$ cat src/rtl/csla_addsub_pipe.sv
// csla_addsub_pipe: two-stage carry-select adder/subtractor for the integer
// ALU path (ADD, SUB, SLT, SLTU) with valid/ready handshakes on both sides.
// Stage 1 forms the low-half sum and both speculative high-half sums; stage 2
// picks the high half using the low-half carry and produces result and flags.
module csla_addsub_pipe #(
  parameter int WIDTH = 32,
  parameter int SPLIT = 16
) (
  input  logic             clk,
  input  logic             rst,
  input  logic             in_valid,
  output logic             in_ready,
  input  logic [1:0]       op,
  input  logic [WIDTH-1:0] a,
  input  logic [WIDTH-1:0] b,
  output logic             out_valid,
  input  logic             out_ready,
  output logic [WIDTH-1:0] result,
  output logic             C,
  output logic             V,
  output logic             N,
  output logic             Z
);

  localparam int HI_W = WIDTH - SPLIT;

  localparam logic [1:0] OP_ADD  = 2'b00;
  localparam logic [1:0] OP_SUB  = 2'b01;
  localparam logic [1:0] OP_SLT  = 2'b10;
  localparam logic [1:0] OP_SLTU = 2'b11;

  // Compare ops report a zero-extended single bit; flags stay on the raw sum.
  function automatic logic [WIDTH-1:0] select_result(
    input logic [1:0]       op_sel,
    input logic [WIDTH-1:0] sum,
    input logic             c,
    input logic             v,
    input logic             n
  );
    logic [WIDTH-1:0] res;
    case (op_sel)
      OP_SLT:  res = {{(WIDTH-1){1'b0}}, n ^ v};
      OP_SLTU: res = {{(WIDTH-1){1'b0}}, ~c};
      default: res = sum;
    endcase
    return res;
  endfunction

  // Handshake control
  logic vld_p1;
  logic s2_free;
  logic accept;

  assign s2_free  = !out_valid || out_ready;
  assign in_ready = !vld_p1 || s2_free;
  assign accept   = in_valid && in_ready;

  // ---- stage 0: operand prep and speculative half sums ----
  logic             cin;
  logic [WIDTH-1:0] b_eff;
  logic [SPLIT:0]   lo_sum;
  logic [HI_W:0]    hi0_sum;
  logic [HI_W:0]    hi1_sum;
  logic             cprev0;
  logic             cprev1;

  // Low half plus both high-half candidates; carry into the MSB is recovered
  // from the MSB sum bit so no separate (WIDTH-1)-bit adder is needed.
  always_comb begin
    cin     = (op != OP_ADD);
    b_eff   = cin ? ~b : b;
    lo_sum  = {1'b0, a[SPLIT-1:0]} + {1'b0, b_eff[SPLIT-1:0]} + {{SPLIT{1'b0}}, cin};
    hi0_sum = {1'b0, a[WIDTH-1:SPLIT]} + {1'b0, b_eff[WIDTH-1:SPLIT]};
    hi1_sum = {1'b0, a[WIDTH-1:SPLIT]} + {1'b0, b_eff[WIDTH-1:SPLIT]} + {{HI_W{1'b0}}, 1'b1};
    cprev0  = hi0_sum[HI_W-1] ^ a[WIDTH-1] ^ b_eff[WIDTH-1];
    cprev1  = hi1_sum[HI_W-1] ^ a[WIDTH-1] ^ b_eff[WIDTH-1];
  end

  // ---- stage 1: registered half sums ----
  logic [1:0]      op_p1;
  logic [SPLIT-1:0] lo_p1;
  logic            lo_cout_p1;
  logic [HI_W-1:0] hi0_p1;
  logic [HI_W-1:0] hi1_p1;
  logic            cout0_p1;
  logic            cout1_p1;
  logic            cprev0_p1;
  logic            cprev1_p1;

  // Pipeline valid bits; the only state that must be cleared for correctness.
  always_ff @(posedge clk or posedge rst) begin
    if (rst) begin
      vld_p1    <= 1'b0;
      out_valid <= 1'b0;
    end else begin
      if (in_ready) vld_p1    <= in_valid;
      if (s2_free)  out_valid <= vld_p1;
    end
  end

  // Capture stage-1 data whenever a new operation is accepted.
  always_ff @(posedge clk) begin
    if (accept) begin
      op_p1      <= op;
      lo_p1      <= lo_sum[SPLIT-1:0];
      lo_cout_p1 <= lo_sum[SPLIT];
      hi0_p1     <= hi0_sum[HI_W-1:0];
      hi1_p1     <= hi1_sum[HI_W-1:0];
      cout0_p1   <= hi0_sum[HI_W];
      cout1_p1   <= hi1_sum[HI_W];
      cprev0_p1  <= cprev0;
      cprev1_p1  <= cprev1;
    end
  end

  // ---- stage 2: carry select, flags and result ----
  logic [WIDTH-1:0] sel_sum;
  logic             sel_c;
  logic             sel_v;
  logic             sel_n;
  logic             sel_z;

  // The low-half carry picks which speculative high half is real.
  always_comb begin
    sel_sum = lo_cout_p1 ? {hi1_p1, lo_p1} : {hi0_p1, lo_p1};
    sel_c   = lo_cout_p1 ? cout1_p1 : cout0_p1;
    sel_v   = lo_cout_p1 ? (cout1_p1 ^ cprev1_p1) : (cout0_p1 ^ cprev0_p1);
    sel_n   = sel_sum[WIDTH-1];
    sel_z   = (sel_sum == '0);
  end

  // Output register only moves when stage 2 is free, so a stalled result holds.
  always_ff @(posedge clk or posedge rst) begin
    if (rst) begin
      result <= '0;
      C      <= 1'b0;
      V      <= 1'b0;
      N      <= 1'b0;
      Z      <= 1'b0;
    end else if (s2_free && vld_p1) begin
      result <= select_result(op_p1, sel_sum, sel_c, sel_v, sel_n);
      C      <= sel_c;
      V      <= sel_v;
      N      <= sel_n;
      Z      <= sel_z;
    end
  end

endmodule

$ cat config.mk
export PLATFORM = sky130hd
export DESIGN_NAME = csla_addsub_pipe
export DESIGN_NICKNAME = d
export VERILOG_FILES = /design/src/rtl/csla_addsub_pipe.sv
export SDC_FILE = /design/constraint.sdc
export NUM_CORES = 1
export LEC_CHECK = 0
export CORE_MARGIN = 2
export CORE_UTILIZATION = 40
export CTS_BUF_LIST = sky130_fd_sc_hd__clkbuf_4 sky130_fd_sc_hd__clkbuf_8 sky130_fd_sc_hd__clkbuf_16
export CTS_CLUSTER_SIZE = 20
export DETAILED_ROUTE_END_ITERATION = 6
export REMOVE_ABC_BUFFERS = 1
export SYNTH_ARGS = -nofsm -noshare
export SYNTH_HDL_FRONTEND = slang
export SYNTH_SLANG_ARGS = --single-unit
$ cat constraint.sdc
create_clock -name clk -period 7 [get_ports clk]
set_input_delay 1.4 -clock clk [delete_from_list [all_inputs] [get_ports clk]]
set_output_delay 1.4 -clock clk [all_outputs]
set_load 0.02 [all_outputs]
==> results.json, run 1 <==
{
  "status": "complete, no violations",
  "grt_pass1_wl_um": 19390,
  "fin_nets": 722,
  "r2r_slack_ns": 5.02,
  "clock_sinks": 93,
  "hold-path-cell-count": 2,
  "synthCells": 512,
  "ir_worst_vdd_v": 0.0001401,
  "min_path_type": "flip-flop to flip-flop",
  "min_period_ns": 4.933,
  "path_class": "input port to flip-flop",
  "grt_use_total_pct": 16.74,
  "core_um2": 13350,
  "fmax_ghz": 0.2027,
  "synth-seq-area-share_pct": 47.33,
  "detail-route-antenna-nets": 0,
  "pwr-share-clk_pct": 25.2,
  "routedWlPerCell_um": 14.81,
  "syn2layout_area_growth_pct": 28.15,
  "grt-ovfl-total": 0,
  "hold_start": "result[4]",
  "n_antenna_cell": 0,
  "drive_above_1_share_pct": 5.457,
  "dr.pass1.iters": 4,
  "synth.distinct_cells": 54,
  "start_util_pct": 41.20,
  "startpoint_type": "input port",
  "pin_count": 108,
  "path_buf_inv": 2,
  "dpl_cell_area_um2": 6770,
  "syn-cell-area_um2": 5499,
  "power.density_nw_per_um2": 255.2,
  "finClkSkew_ns": 0.004476,
  "tightest_slew_ns": 1.155,
  "clk_path_buf_depth": 2,
  "grt_pass1_vias": 3892,
  "maxSlewHeadroom_pct": 22.71,
  "routed.top_layer": "met4",
  "yosys.area.top_type_share_pct": 30.03,
  "p_sw_uw": 570.0,
  "yosys_warnings": 0,
  "dominantRegCellSynth": "edfxtp_1",
  "hold_viol": 0,
  "design_area_um2": 7047,
  "crit_family": "compound AO/OA/AOI/OAI gates",
  "routed-wl-met3_um": 390,
  "crit_path_start": "op[1]",
  "async_reset_ff_share_pct": 40.86,
  "dp_hpwl_um": 8963,
  "p_int_uw": 1228,
  "max-cap-violations": 0,
  "r2r_cells": 5,
  "cts_tree": "yes",
  "setup_viol": 0,
  "endpoint_kind": "flip-flop",
  "seqPwrFrac_pct": 42.3,
  "dieArea_um2": 14700,
  "drt-met1-wl_um": 5742,
  "drc_errors": 0,
  "yosysTopAreaCell": "edfxtp_1",
  "crit_arrival_ns": 5.02,
  "slew_violations": 0,
  "routabilityCongestion": 0.8288,
  "slowest_stage": "clkdlybuf4s50_1",
  "antenna_found_initial": 0,
  "detail_route.vias_per_cell": 5.085,
  "combPwrFrac_pct": 32.5,
  "synth_enable_flop_cells": 55,
  "numCtsBuffers": 9,
  "via_count": 4063,
  "crit_chain": "clkdlybuf4s50_1 -> nor2_4 -> buf_4 -> xnor2_1 -> ha_1 -> a2111o_1 -> a31oi_1 -> o21ai_0 -> a21oi_1 -> o211ai_1 -> a31o_2 -> a21oi_1 -> xnor2_1",
  "insertion_delay_ns": 0.34,
  "std_cell_rows": 42,
  "synth_area_leaders": "edfxtp_1 30%, dfrtp_1 17%, xnor2_1 9.7%",
  "leakagePower_uw": 0.002709,
  "fin_crit_sh_pct": 70.46,
  "die_width_um": 121.3,
  "critPathMaxStageDelay_ns": 0.47,
  "h-tree-depth": 3,
  "dr_wl_met2_um": 5584,
  "rsz0062_at_grt": "no",
  "crit_required_ns": 7.09,
  "cts_root_buf": "clkbuf_16",
  "avgSynthCellArea_um2": 10.74,
  "ys_top_cells_by_count": "61 x xnor2_1, 55 x edfxtp_1, 47 x nand2_1",
  "yosysMostFrequentCell": "xnor2_1",
  "clkTransAtPathRegs_ns": 0.06,
  "swShare_pct": 31.70,
  "min_to": "result[4]",
  "cts_hold_buf": 0,
  "rr_endpoint": "Z",
  "r2r_start": "lo_cout_p1",
  "portBuffers": 107,
  "setup_tns_ns": 0,
  "cts_resized": 0,
  "ys_ff_latch": 93,
  "post_cts_buffers": 0,
  "die_h_um": 121.3,
  "worstPathMaxFanout": 24,
  "pre_cts_slack_ns": 1.732,
  "grt_max_degree": 70,
  "drtIter0Drc": 189,
  "setup_ws_ns": 2.067,
  "routed_wl_um": 11830
}
## worst max path at each step
stage / depth (start not counted) / slack, ns / end
2_1_floorplan: 13 / 1.23 / cout1_p1
6_report: 13 / 2.07 / lo_p1[15]
4_1_cts: 13 / 2.07 / lo_p1[15]
3_3_place_gp: 13 / 1.79 / lo_p1[15]
3_5_place_dp: 13 / 1.73 / lo_p1[15]
5_1_grt: 13 / 1.76 / lo_p1[15]
## state kept, by name, indices dropped and copies added, names as in the netlist, 2 cells and up
signal / count
hi1_p1: 16
lo_p1: 16
hi0_p1: 16
op_p1: 2
result: 32
## cell usage in the layout, fill, tap and decap left out, types with 16 or more instances in the layout
cell,Yosys,routed
nor2_1,19,18
dfrtp_1,38,38
o21ai_0,32,32
clkdlybuf4s50_1,0,107
edfxtp_1,55,55
o31ai_1,17,17
mux2i_1,18,18
ha_1,32,32
xnor2_1,61,61
a21oi_1,23,23
nand2b_1,23,23
xor2_1,16,16
nand2_1,47,46
## per-layer routing
layer,global-route usage [%],vias up
li1,-,2076
met1,23.99,1907
met2,26.51,72
met3,2.397,8
met4,4.741,0
met5,0,-
## cell type report
| class | count | area, µm² |
|---|---|---|
| clock inverter | 6 | 37.54 |
| tap | 176 | 220.2 |
| fill | 1194 | 6301 |
| clock buffer | 10 | 239.0 |
| multi-input combinational | 389 | 2794 |
| timing repair buffer | 111 | 1101 |
| inverter | 14 | 52.55 |
| sequential | 93 | 2603 |
## worst min-delay path, stage by stage, from the launching register on
cell	delay, ns
dfrtp_1	0.34
nand2_1	0.04
o21ai_0	0.06
## through the flow
step / hold WS [ns] / total power [µW] / utilization (%) / std cells
4_1_cts: 0.4811 / 1812 / 52.79 / 799
3_5_place_dp: 0.4669 / 1362 / 50.72 / 783
5_1_grt: 0.5044 / 1904 / 52.79 / 799
6_report: 0.4746 / 1798 / 52.79 / 799
3_3_place_gp: 0.4579 / 1350 / 50.72 / 783
2_1_floorplan: 0.4711 / 1140 / - / 496
## kinds of logic after synthesis
family | synth area share [%]
simple gates | 14.74
flops | 47.33
buf+inv | 2.070
xor+xnor | 12.26
compound gates | 12.31
mux | 3.276
fa+ha+maj | 8.009
## power groups by stage
| stage | Sequential, µW | Clock (µW) | Combinational, µW |
|---|---|---|---|
| floorplan | 812 | 0 | 328 |
| global placement | 770 | 0 | 580 |
| detailed placement | 773 | 0 | 589 |
| CTS | 763 | 459 | 591 |
| global route | 774 | 481 | 649 |
| finish | 761 | 453 | 585 |
Note: power is estimated with default switching activity, not from simulation.
==> run 2, diff against run 1 <==
--- a/config.mk
+++ b/config.mk
@@ -10,6 +10,7 @@
 export CTS_BUF_LIST = sky130_fd_sc_hd__clkbuf_4 sky130_fd_sc_hd__clkbuf_8 sky130_fd_sc_hd__clkbuf_16
 export CTS_CLUSTER_SIZE = 20
 export DETAILED_ROUTE_END_ITERATION = 6
+export PLACE_DENSITY = 0.67
 export REMOVE_ABC_BUFFERS = 1
 export SYNTH_ARGS = -nofsm -noshare
 export SYNTH_HDL_FRONTEND = slang
==> constraint.sdc (replaced) <==
create_clock -name clk -period 3.95 [get_ports clk]
set_input_delay 0.79 -clock clk [delete_from_list [all_inputs] [get_ports clk]]
set_output_delay 0.79 -clock clk [all_outputs]
set_load 0.02 [all_outputs]
==> results.json, run 2 (synthesized netlist as in run 1, its figures left out) <==
{
  "fin_crit_sh_pct": 96.56,
  "instances_no_fill": 853,
  "pin_count": 108,
  "antenna_found_initial": 0,
  "fillers": 1205,
  "post_cts_buffers": 0,
  "register_area_um2": 2603,
  "fmax_ghz": 0.2622,
  "routed_wl_um": 12130,
  "grt_pass1_vias": 4146,
  "dp_cells": 837,
  "numCtsBuffers": 9,
  "min_period_ns": 3.814,
  "holdWs_ns": 0.4740,
  "status": "complete, no violations",
  "worstPathMaxFanout": 8,
  "routabilityCongestion": 0.8293,
  "grt_pass1_wl_um": 19620,
  "setup_tns_ns": 0,
  "hold_viol": 0,
  "multiInputGateArea_um2": 2826,
  "rsz0062_at_grt": "yes",
  "crit_chain": "clkdlybuf4s50_1 -> nor2_4 -> buf_12 -> buf_4 -> xnor2_2 -> ha_1 -> a2111o_1 -> a31oi_2 -> o21ai_0 -> a21oi_1 -> o211ai_1 -> a31o_2 -> a21oi_1 -> xnor2_1",
  "detail-route-antenna-nets": 0,
  "critPathMaxStageDelay_ns": 0.55,
  "final_common_cell": "clkdlybuf4s50_1",
  "drtIter0Drc": 300,
  "die_width_um": 121.3,
  "dp_hpwl_um": 9434,
  "largest_register": "result",
  "grt_use_total_pct": 16.80,
  "routedWlPerCell_um": 14.22,
  "tightest_slew_ns": 1.157,
  "std_cell_rows": 42,
  "cts_tree": "yes",
  "n_antenna_cell": 0,
  "start_util_pct": 41.20,
  "crit_required_ns": 4.04,
  "endpoint_kind": "flip-flop",
  "finClkSkew_ns": 0.009093,
  "min_path_type": "flip-flop to flip-flop",
  "clk_path_buf_depth": 2,
  "clock_sinks": 93,
  "fin_nets": 776,
  "max-cap-violations": 0,
  "dr.pass1.iters": 4,
  "drive_above_1_share_pct": 14.03,
  "cpMostUsedCell": "a21oi_1",
  "via_count": 4329,
  "cts_root_buf": "clkbuf_16",
  "syn2layout_area_growth_pct": 36.75,
  "h-tree-depth": 3,
  "portBuffers": 107,
  "grt_max_degree": 70,
  "dieArea_um2": 14700,
  "clkTransAtPathRegs_ns": 0.06,
  "path_class": "input port to flip-flop",
  "crit_family": "compound AO/OA/AOI/OAI gates",
  "final_cell_mix": "107 x clkdlybuf4s50_1, 60 x xnor2_1, 57 x buf_4",
  "path_buf_inv": 3,
  "largest_reg_flops": 32,
  "die_h_um": 121.3,
  "maxSlewHeadroom_pct": 22.62,
  "power.density_nw_per_um2": 447.8,
  "insertion_delay_ns": 0.34,
  "setup_viol": 0,
  "startpoint_type": "input port",
  "ir_worst_vdd_v": 0.0002279,
  "slowest_stage": "clkdlybuf4s50_1",
  "grt-ovfl-total": 0,
  "slew_violations": 0,
  "leakagePower_uw": 0.002993,
  "detail_route.vias_per_cell": 5.075,
  "drc_errors": 0,
  "core_um2": 13350,
  "crit_arrival_ns": 3.90
}
==> run 2: cell count changes in the layout (fill, tap and decap cells not counted), sizes merged <==
cell	delta
clkinv	-1
buf	+54
clkbuf	+1
==> run 2: what timing repair did <==
action                                  4_1_cts  5_1_grt
endpoints found under the setup margin        0        8
gates resized for setup                       0        6
hold buffers                                  0        0
==> run 2: worst paths after layout <==
check | startpoint | to | slack (ns) | depth (start not counted)
min reg2reg | Z | Z | 0.47 | 2
max | op[1] | lo_p1[15] | 0.14 | 14
max in group asynchronous | rst | result[19] | 2.71 | 3
min | Z | Z | 0.47 | 2
max reg2reg | lo_cout_p1 | Z | 1.78 | 5
min in group asynchronous | rst | C | 0.87 | 3
==> run 2: per-layer routing <==
layer  vias up  global-route usage (%)  part of all wire (%)
met5         -                       0                     0
met4         0                   4.382                   1.2
met3        13                   3.665                   4.0
met2        82                   27.88                    48
met1      2050                   22.35                    47
li1       2184                       -                     -
==> run 2: worst register-to-register path: cells and delay by family (launching register included) <==
kind,cells,cell delay [ns]
AOI/OAI and AO/OA,2,0.43
buffers and inverters,1,0.33
DFF,1,0.67
and+or+nand+nor,2,0.63
==> run 2: where the power goes <==
group | leakage, µW | internal, µW | switching [µW]
Clock | 0.000141 | 476 | 362
Combinational | 0.00184 | 585 | 582
Sequential | 0.00102 | 1260 | 106
Total | 0.00299 | 2320 | 1050
==> run 2: per-stage QoR <==
step           util (%)  total power (µW)  area [µm²]  setup WS, ns
2_1_floorplan         -              2021        5438        -1.207
3_3_place_gp      53.85              2514        7188       -0.1369
3_5_place_dp      53.85              2544        7188       -0.2049
4_1_cts           56.09              3384        7487        0.1234
5_1_grt           56.34              3560        7520      -0.02076
6_report          56.34              3368        7520        0.1361
==> run 2: cell type report <==
type	instances	area share, %
multi-input cells	389	37.59
inverters	14	0.6988
repair buffers	165	20.20
well taps	176	2.928
clock inverters	5	0.5491
clock buffers	11	3.428
flip-flops and latches	93	34.61
